--- src/rtl/smc_mac_lite18_if.sv ---
// Bus bundle between the SMC AHB-lite interface stage, the MAC stage and the
// external 8-bit static-memory pins. The slave modport is the MAC's view.
interface smc_mac_lite18_if #(
  parameter int ADDR_W = 16
);
  // Interface-stage side
  logic              new_access18;
  logic              cs;
  logic [31:0]       addr;
  logic [1:0]        xfer_size18;
  logic              n_read18;
  logic [31:0]       write_data18;
  logic              smc_idle18;
  logic              smc_done18;
  logic              mac_done18;
  logic [31:0]       read_data18;

  // External memory side
  logic [ADDR_W-1:0] smc_addr18;
  logic [7:0]        smc_data_out18;
  logic [7:0]        smc_data_in18;
  logic              smc_data_oe18;
  logic              smc_n_cs18;
  logic              smc_n_oe18;
  logic              smc_n_we18;

  modport master (
    output new_access18, cs, addr, xfer_size18, n_read18, write_data18,
    output smc_data_in18,
    input  smc_idle18, smc_done18, mac_done18, read_data18,
    input  smc_addr18, smc_data_out18, smc_data_oe18,
    input  smc_n_cs18, smc_n_oe18, smc_n_we18
  );

  modport slave (
    input  new_access18, cs, addr, xfer_size18, n_read18, write_data18,
    input  smc_data_in18,
    output smc_idle18, smc_done18, mac_done18, read_data18,
    output smc_addr18, smc_data_out18, smc_data_oe18,
    output smc_n_cs18, smc_n_oe18, smc_n_we18
  );
endinterface

--- src/rtl/smc_mac_lite18.sv ---
// SMC memory access controller: splits one AHB access into 1/2/4 byte beats,
// each SETUP -> STROBE (WAIT_CYC+1) -> HOLD. Optional SMC_TURNAROUND_EN adds a TURN cycle after reads.
module smc_mac_lite18 #(
  parameter int ADDR_W   = 16,
  parameter int WAIT_CYC = 2
) (
  input logic              hclk18,
  input logic              n_sys_reset18,
  smc_mac_lite18_if.slave  bus
);

  typedef enum logic [2:0] {
    S_IDLE,
    S_SETUP,
    S_STROBE,
    S_HOLD,
    S_TURN
  } state_t;

  localparam logic [3:0] WAIT_INIT = 4'(WAIT_CYC);

  state_t            state;
  logic [1:0]        beat;        // k
  logic [1:0]        last_beat;   // N-1
  logic [1:0]        lane_base;   // addr[1:0] of the access
  logic [ADDR_W-1:0] addr_lat;
  logic              is_write;
  logic [3:0]        wait_cnt;
  logic [31:0]       wdata;
  logic              capture_wd;  // data phase of a just-accepted access
`ifdef SMC_TURNAROUND_EN
  logic              pending;     // access accepted during a read's last HOLD
`endif

  logic              idle_q;
  logic              done_q;
  logic              mac_done_q;
  logic [31:0]       rdata_q;
  logic [ADDR_W-1:0] saddr_q;
  logic [7:0]        dout_q;
  logic              doe_q;
  logic              n_cs_q;
  logic              n_oe_q;
  logic              n_we_q;

  logic              accept;
  logic              last;
  logic              take;
  logic              turn_hold;
  logic              take_now;
  logic [1:0]        acc_last;
  logic [1:0]        beat_nxt;
  logic [1:0]        lane;
  logic [31:0]       wd_src;
  logic [7:0]        wd_byte;
  logic [ADDR_W-1:0] addr_nxt;
  logic              unused_addr;

  // NOTE: every variable assigned in always_comb gets a default first, so no latch is inferred.
  always_comb begin
    acc_last = 2'd3;
    case (bus.xfer_size18)
      2'b00:   acc_last = 2'd0;
      2'b01:   acc_last = 2'd1;
      default: acc_last = 2'd3;
    endcase
  end

  assign accept   = bus.new_access18 & bus.cs;
  assign last     = (beat == last_beat);
  assign take     = accept && ((state == S_IDLE) || ((state == S_HOLD) && last));
`ifdef SMC_TURNAROUND_EN
  assign turn_hold = (state == S_HOLD) && last && !is_write;
`else
  assign turn_hold = 1'b0;
`endif
  assign take_now = take && !turn_hold;
  assign beat_nxt = beat + 2'd1;
  assign lane     = lane_base + beat;
  // Write data arrives one cycle after acceptance; bypass the register on that cycle.
  assign wd_src   = capture_wd ? bus.write_data18 : wdata;
  assign wd_byte  = 8'(wd_src >> {lane, 3'b000});
  assign addr_nxt = addr_lat + ADDR_W'(beat_nxt);
  assign unused_addr = ^bus.addr;

  // NOTE: sequential state uses non-blocking assignments only, so all flops update together.
  always_ff @(posedge hclk18 or negedge n_sys_reset18) begin
    if (!n_sys_reset18) begin
      state      <= S_IDLE;
      beat       <= 2'd0;
      last_beat  <= 2'd0;
      lane_base  <= 2'd0;
      addr_lat   <= '0;
      is_write   <= 1'b0;
      wait_cnt   <= 4'd0;
      wdata      <= 32'd0;
      capture_wd <= 1'b0;
`ifdef SMC_TURNAROUND_EN
      pending    <= 1'b0;
`endif
      idle_q     <= 1'b1;
      done_q     <= 1'b0;
      mac_done_q <= 1'b0;
      rdata_q    <= 32'd0;
      saddr_q    <= '0;
      dout_q     <= 8'd0;
      doe_q      <= 1'b0;
      n_cs_q     <= 1'b1;
      n_oe_q     <= 1'b1;
      n_we_q     <= 1'b1;
    end else begin
      capture_wd <= take;
      if (capture_wd) wdata <= bus.write_data18;

      if (take) begin
        addr_lat  <= bus.addr[ADDR_W-1:0];
        lane_base <= bus.addr[1:0];
        is_write  <= bus.n_read18;
        last_beat <= acc_last;
        beat      <= 2'd0;
      end

      if (take_now) begin
        state      <= S_SETUP;
        idle_q     <= 1'b0;
        done_q     <= 1'b0;
        n_cs_q     <= 1'b0;
        saddr_q    <= bus.addr[ADDR_W-1:0];
        doe_q      <= bus.n_read18;
        mac_done_q <= (acc_last == 2'd0);
        if (!bus.n_read18) rdata_q <= 32'd0;
      end else begin
        case (state)
          S_IDLE: begin
          end

          S_SETUP: begin
            state    <= S_STROBE;
            wait_cnt <= WAIT_INIT;
            n_oe_q   <= is_write;
            n_we_q   <= !is_write;
            if (is_write) dout_q <= wd_byte;
          end

          S_STROBE: begin
            if (wait_cnt == 4'd0) begin
              state  <= S_HOLD;
              n_oe_q <= 1'b1;
              n_we_q <= 1'b1;
              done_q <= 1'b1;
              if (!is_write) rdata_q[{lane, 3'b000} +: 8] <= bus.smc_data_in18;
            end else begin
              wait_cnt <= wait_cnt - 4'd1;
            end
          end

          S_HOLD: begin
            done_q <= 1'b0;
            if (!last) begin
              state      <= S_SETUP;
              beat       <= beat_nxt;
              saddr_q    <= addr_nxt;
              mac_done_q <= (beat_nxt == last_beat);
            end else if (turn_hold) begin
              state      <= S_TURN;
              n_cs_q     <= 1'b1;
              doe_q      <= 1'b0;
              mac_done_q <= 1'b0;
`ifdef SMC_TURNAROUND_EN
              pending    <= take;
`endif
            end else begin
              state      <= S_IDLE;
              idle_q     <= 1'b1;
              n_cs_q     <= 1'b1;
              doe_q      <= 1'b0;
              mac_done_q <= 1'b0;
            end
          end

`ifdef SMC_TURNAROUND_EN
          S_TURN: begin
            pending <= 1'b0;
            if (pending) begin
              state      <= S_SETUP;
              n_cs_q     <= 1'b0;
              saddr_q    <= addr_lat;
              doe_q      <= is_write;
              mac_done_q <= (last_beat == 2'd0);
              if (!is_write) rdata_q <= 32'd0;
            end else begin
              state  <= S_IDLE;
              idle_q <= 1'b1;
            end
          end
`endif

          default: begin
            state  <= S_IDLE;
            idle_q <= 1'b1;
            n_cs_q <= 1'b1;
          end
        endcase
      end
    end
  end

  assign bus.smc_idle18     = idle_q;
  assign bus.smc_done18     = done_q;
  assign bus.mac_done18     = mac_done_q;
  assign bus.read_data18    = rdata_q;
  assign bus.smc_addr18     = saddr_q;
  assign bus.smc_data_out18 = dout_q;
  assign bus.smc_data_oe18  = doe_q;
  assign bus.smc_n_cs18     = n_cs_q;
  assign bus.smc_n_oe18     = n_oe_q;
  assign bus.smc_n_we18     = n_we_q;

endmodule

--- src/flat_wrapper.sv ---
// flat-port wrapper written by rule: the top's interface ports become plain ports
module smc_mac_lite18_flat 
#(
  parameter int ADDR_W   = 16,
  parameter int WAIT_CYC = 2
)
  (hclk18, n_sys_reset18, bus_new_access18, bus_cs, bus_addr, bus_xfer_size18, bus_n_read18, bus_write_data18, bus_smc_data_in18, bus_smc_idle18, bus_smc_done18, bus_mac_done18, bus_read_data18, bus_smc_addr18, bus_smc_data_out18, bus_smc_data_oe18, bus_smc_n_cs18, bus_smc_n_oe18, bus_smc_n_we18);
  smc_mac_lite18_if #(.ADDR_W(ADDR_W)) bus_i ();
  input logic hclk18;
  input logic n_sys_reset18;
  input wire logic [$bits(bus_i.new_access18)-1:0] bus_new_access18;
  input wire logic [$bits(bus_i.cs)-1:0] bus_cs;
  input wire logic [$bits(bus_i.addr)-1:0] bus_addr;
  input wire logic [$bits(bus_i.xfer_size18)-1:0] bus_xfer_size18;
  input wire logic [$bits(bus_i.n_read18)-1:0] bus_n_read18;
  input wire logic [$bits(bus_i.write_data18)-1:0] bus_write_data18;
  input wire logic [$bits(bus_i.smc_data_in18)-1:0] bus_smc_data_in18;
  output wire logic [$bits(bus_i.smc_idle18)-1:0] bus_smc_idle18;
  output wire logic [$bits(bus_i.smc_done18)-1:0] bus_smc_done18;
  output wire logic [$bits(bus_i.mac_done18)-1:0] bus_mac_done18;
  output wire logic [$bits(bus_i.read_data18)-1:0] bus_read_data18;
  output wire logic [$bits(bus_i.smc_addr18)-1:0] bus_smc_addr18;
  output wire logic [$bits(bus_i.smc_data_out18)-1:0] bus_smc_data_out18;
  output wire logic [$bits(bus_i.smc_data_oe18)-1:0] bus_smc_data_oe18;
  output wire logic [$bits(bus_i.smc_n_cs18)-1:0] bus_smc_n_cs18;
  output wire logic [$bits(bus_i.smc_n_oe18)-1:0] bus_smc_n_oe18;
  output wire logic [$bits(bus_i.smc_n_we18)-1:0] bus_smc_n_we18;
  assign bus_i.new_access18 = bus_new_access18;
  assign bus_i.cs = bus_cs;
  assign bus_i.addr = bus_addr;
  assign bus_i.xfer_size18 = bus_xfer_size18;
  assign bus_i.n_read18 = bus_n_read18;
  assign bus_i.write_data18 = bus_write_data18;
  assign bus_i.smc_data_in18 = bus_smc_data_in18;
  assign bus_smc_idle18 = bus_i.smc_idle18;
  assign bus_smc_done18 = bus_i.smc_done18;
  assign bus_mac_done18 = bus_i.mac_done18;
  assign bus_read_data18 = bus_i.read_data18;
  assign bus_smc_addr18 = bus_i.smc_addr18;
  assign bus_smc_data_out18 = bus_i.smc_data_out18;
  assign bus_smc_data_oe18 = bus_i.smc_data_oe18;
  assign bus_smc_n_cs18 = bus_i.smc_n_cs18;
  assign bus_smc_n_oe18 = bus_i.smc_n_oe18;
  assign bus_smc_n_we18 = bus_i.smc_n_we18;
  smc_mac_lite18 #(.ADDR_W(ADDR_W), .WAIT_CYC(WAIT_CYC)) u_core (.hclk18(hclk18), .n_sys_reset18(n_sys_reset18), .bus(bus_i));
endmodule
--- config.mk ---
export PLATFORM = sky130hd
export DESIGN_NAME = smc_mac_lite18_flat
export DESIGN_NICKNAME = d
export VERILOG_FILES = /design/src/rtl/smc_mac_lite18_if.sv /design/src/rtl/smc_mac_lite18.sv /design/src/flat_wrapper.sv
export SDC_FILE = /design/constraint.sdc
export NUM_CORES = 1
export LEC_CHECK = 0
export CAP_MARGIN = 25
export CORE_ASPECT_RATIO = 1.5
export CORE_MARGIN = 10
export CORE_UTILIZATION = 53
export DETAILED_ROUTE_END_ITERATION = 8
export PLACE_DENSITY = 0.92
export SYNTH_ARGS = -nofsm -noshare
export SYNTH_HDL_FRONTEND = slang
export SYNTH_SLANG_ARGS = --single-unit
--- constraint.sdc ---
create_clock -name hclk18 -period 6.05 [get_ports hclk18]
set_input_delay 0.9075 -clock hclk18 [delete_from_list [all_inputs] [get_ports hclk18]]
set_output_delay 0.9075 -clock hclk18 [all_outputs]
set_load 0.05 [all_outputs]
==> summary.md <==
| Metric | Value |
|---|---|
| Final setup viols | 0 |
| Required time of the critical path | 6.39 ns |
| Synth Warn # | 0 |
| Vias in the first global route | 4461 |
| Clk_skew | 0.01150 ns |
| Unique cell type count in the Yosys netlist | 49 |
| Top-count cell post-synth | dfrtp_1 |
| Die Width | 103.1 um |
| Worst R2R Setup Slack | 3.00 ns |
| Critical path fanouts, max | 14 |
| Root buffer cell | clkbuf_16 |
| Worst-Margin Slew | 0.9145 ns |
| DR vias | 4133 |
| Row count | 45 |
| Share of post-route cells with drive strength above 1 | 16.47% |
| Crit path buf inv count | 0 |
| Multiplexer share of the synthesized area | 12.05% |
| Slowest stage delay, CP | 0.72 ns |
| CTS tree | built |
| Final net count | 673 |
| CP arrival | 3.39 ns |
| Comb pwr share | 46.7% |
| CP cell instances | ha_1 > xor2_1 > xnor2_2 > ha_1 > nor4_2 > a22o_1 |
| Footprint of the multi-input gates | 2263 sq um |
| Tot GR Track Use | 20.25% |
| CP Class | flip-flop to flip-flop |
| Slowest cell on the critical path | xnor2_2 |
| ANT cells | 0 |
| Final GP Congestion | 0.9250 |
| Clk pwr share | 23.2% |
| Largest cells by area after synthesis | dfrtp_1 (54%), mux2_2 (8.2%), a22o_1 (5.7%) |
| DRC | 0 |
| Clk_lat worst skew | 0.41 ns |
| Final Cycle Share | 50.33% |
| DR WL/cell | 20.50 um |
| Final Cell Area | 7457 sq um |
| I/O pin cnt | 142 |
| Max VDD drop | 0.3849 mV |
| Storage element area | 3057 sq um |
| Power Dens Cells | 615.6 nW/um^2 |
| Filler cells | 661 |
| Initial antenna violation count | 0 |
| Placed Area | 6814 sq um |
| Fmax | 0.3284 GHz |
| Mapped cell area | 5484 sq um |
| CTS H-tree depth | 4 |
| Syn-to-layout area delta | 35.98% |
| Simple-gate share of the synthesized area | 9.446% |
| Clock transition at the registers of the reported paths | 0.05 ns |
| Final setup TNS | 0 ns |
| Worst setup SP type | flip-flop |
| Syn Inst Count | 455 |
| Num Clock Sinks | 122 |
| Sequential element share of the synthesized area | 55.74% |
| Outcome | finished, final reports clean |
| Cell family with the largest share of critical-path delay | XOR/XNOR gates |
| Seq pwr share | 30.1% |
| Worst r2r src | u_core.beat[0] |
| Synthesized-area fraction occupied by adder cells | 2.875% |
| Synthesized area per cell | 12.05 sq um |
| Post-Synth XOR/XNOR Area | 3.810% |
| Sw Share | 39.94% |
| Worst path most repeated cell | ha_1 |
| Antenna viol nets, final | 0 |
| Yosys top cell by area | dfrtp_1 |
| Port-buffer cells | 125 |
| Power Internal | 0.002757 W |
| Initial DRC count | 222 |
| Finished Core Util | 73.58% |
| EDFF count, synth | 0 |
| Synth top cells by count | dfrtp_1 (119), nand2_1 (60), mux2_2 (40) |
| Hold_buf cts | 0 |
| Post-Syn Nets | 546 |
| CTS Buffer Depth | 2 |
| Post-CTS setup repair buffer count | 0 |
| CTS Buf Count | 17 |
| Final non-filler cell total | 712 |
| Unrepaired setup endpoints after global routing | false |
| Top-area cell type share of the netlist area | 54.30% |
| Worst min path class | primary input to asynchronous set/reset pin |
| Final number of max-transition violations | 0 |
| Pleak | 3.240 nW |
| Die footprint | 14900 sq um |
| Resize count post-CTS | 0 |
| Drt pass-1 iters | 5 |
| Yosys reg bits | 122 |
| RR Endpoint | u_core.bus.read_data18[29] |
| Min Tclk post-route | 3.045 ns |
| FFs w/ async S/R, synth | 100.0% |
| Largest family of logic cells by synthesized area | compound AO/OA/AOI/OAI gates |
| Die Ht | 144.6 um |
| Critical Path Sink Type | flip-flop |
| Sw Pwr | 0.001834 W |
| Routed WL | 14.60 mm |
| Global route overflow | 0 |
| Placed cells | 679 |
| Pin count of the biggest net entering global routing | 84 |
| Final hold viol count | 0 |
| Dpl hpwl | 10.34 mm |
| Slew HR | 38.73% |
| R2R depth | 6 |
| Core area | 10130 sq um |
| Compound-Gate Fraction of Synth Area | 12.96% |
| Max-cap violations | 0 |
| Initial core utilization | 54.11% |
| First-pass GRT wire length | 23.11 mm |
| Via density | 5.805 |
| Dominant synthesized flop cell | dfrtp_1 |
[kinds of logic after synthesis]
logic type / count (synthesis)
xor gates and xnor gates: 23
and+or+nand+nor: 116
buffers and inverters: 35
adders and majority gates: 12
AOI/OAI and AO/OA: 96
muxes: 51
DFF: 122
[flip-flops by register name, summed over array words and instances (netlist names)]
register / count
u_core.bus.smc_addr18: 16
u_core.bus.smc_data_out18: 8
u_core.is_write: 1
u_core.bus.smc_done18: 1
u_core.state: 2
u_core.bus.smc_data_oe18: 1
u_core.beat: 2
u_core.addr_lat: 16
u_core.bus.smc_n_we18: 1
u_core.bus.smc_n_oe18: 1
u_core.capture_wd: 1
u_core.last_beat: 2
u_core.wdata: 32
u_core.wait_cnt: 4
u_core.bus.read_data18: 32
u_core.bus.mac_done18: 1
u_core.bus.smc_n_cs18: 1
[worst reg2reg max path, stage by stage (launching register included)]
cell     delay, ns
dfrtp_1       0.48
ha_1          0.24
xor2_1        0.18
xnor2_2       0.72
ha_1          0.42
nor4_2        0.67
a22o_1        0.27
[layout make-up]
type / count / area share (%)
repair buffers: 130 / 17.68
clock buffers: 25 / 6.510
well taps: 117 / 1.963
clock inverters: 7 / 1.846
flip-flops and latches: 122 / 40.99
inverters: 13 / 0.6544
multi-input cells: 298 / 30.35
[stage by stage]
| stage | setup WS (ns) | total power [W] | hold slack (ns) |
|---|---|---|---|
| after floorplan | 3.598 | 0.002879 | 0.4657 |
| after detailed placement | 2.979 | 0.003524 | 0.4826 |
| after global placement | 3.028 | 0.003415 | 0.4751 |
| final | 3.005 | 0.004591 | 0.4765 |
| after global routing | 2.759 | 0.004844 | 0.5074 |
| after CTS | 2.976 | 0.004622 | 0.4958 |
[cell usage in the layout, fill, tap and decap left out, types with 2 or more instances in the layout]
| cell type | count |
|---|---|
| clkdlybuf4s50_1 | 124 |
| dfrtp_1 | 119 |
| nand2_1 | 60 |
| mux2_2 | 40 |
| a22o_1 | 36 |
| nor2_1 | 23 |
| o21ai_0 | 18 |
| clkbuf_16 | 17 |
| nand3_1 | 14 |
| inv_1 | 12 |
| xnor2_1 | 11 |
| ha_1 | 11 |
| xor2_1 | 10 |
| a21oi_1 | 10 |
| mux4_2 | 8 |
| o211ai_1 | 8 |
| a31oi_2 | 5 |
| o21ai_1 | 5 |
| clkbuf_1 | 5 |
| bufinv_16 | 4 |
| buf_4 | 4 |
| a31oi_1 | 3 |
| nor4_1 | 3 |
| mux2i_1 | 3 |
| nor3_2 | 3 |
| clkbuf_8 | 3 |
| dfstp_2 | 3 |
| xnor2_2 | 2 |
| and3_1 | 2 |
| o22a_1 | 2 |
| o22ai_1 | 2 |
| nor3_1 | 2 |
| clkinv_2 | 2 |
[metal layers]
layer | wire (um) | vias to the layer above | share of wire [%] | global-route usage (%)
met2 | 7782 | 155 | 53 | 34.15
met5 | 0 | - | 0 | 0
met1 | 5422 | 2067 | 37 | 22.44
met3 | 978 | 30 | 6.7 | 6.304
met4 | 414 | 0 | 2.8 | 9.846
li1 | - | 1881 | - | -
[how the worst max path moves through the flow]
stage,start,end,cells after the start
after global placement,u_core.beat[0],u_core.bus.read_data18[24],6
final,u_core.beat[0],u_core.bus.read_data18[29],6
after detailed placement,u_core.beat[0],u_core.bus.read_data18[24],6
after CTS,u_core.beat[0],u_core.bus.read_data18[29],6
after global routing,u_core.beat[0],u_core.bus.read_data18[24],6
after floorplan,u_core.addr_lat[0],u_core.bus.read_data18[24],7
[power by group through the flow]
stage	logic (W)	clock network (W)	registers (W)
floorplan	0.00105	0	0.00183
global placement	0.00204	0	0.00138
detailed placement	0.00214	0	0.00138
CTS	0.00216	0.00108	0.00138
global route	0.00231	0.00111	0.00142
finish	0.00215	0.00106	0.00138
No activity file was read; power rests on OpenSTA's default activity.
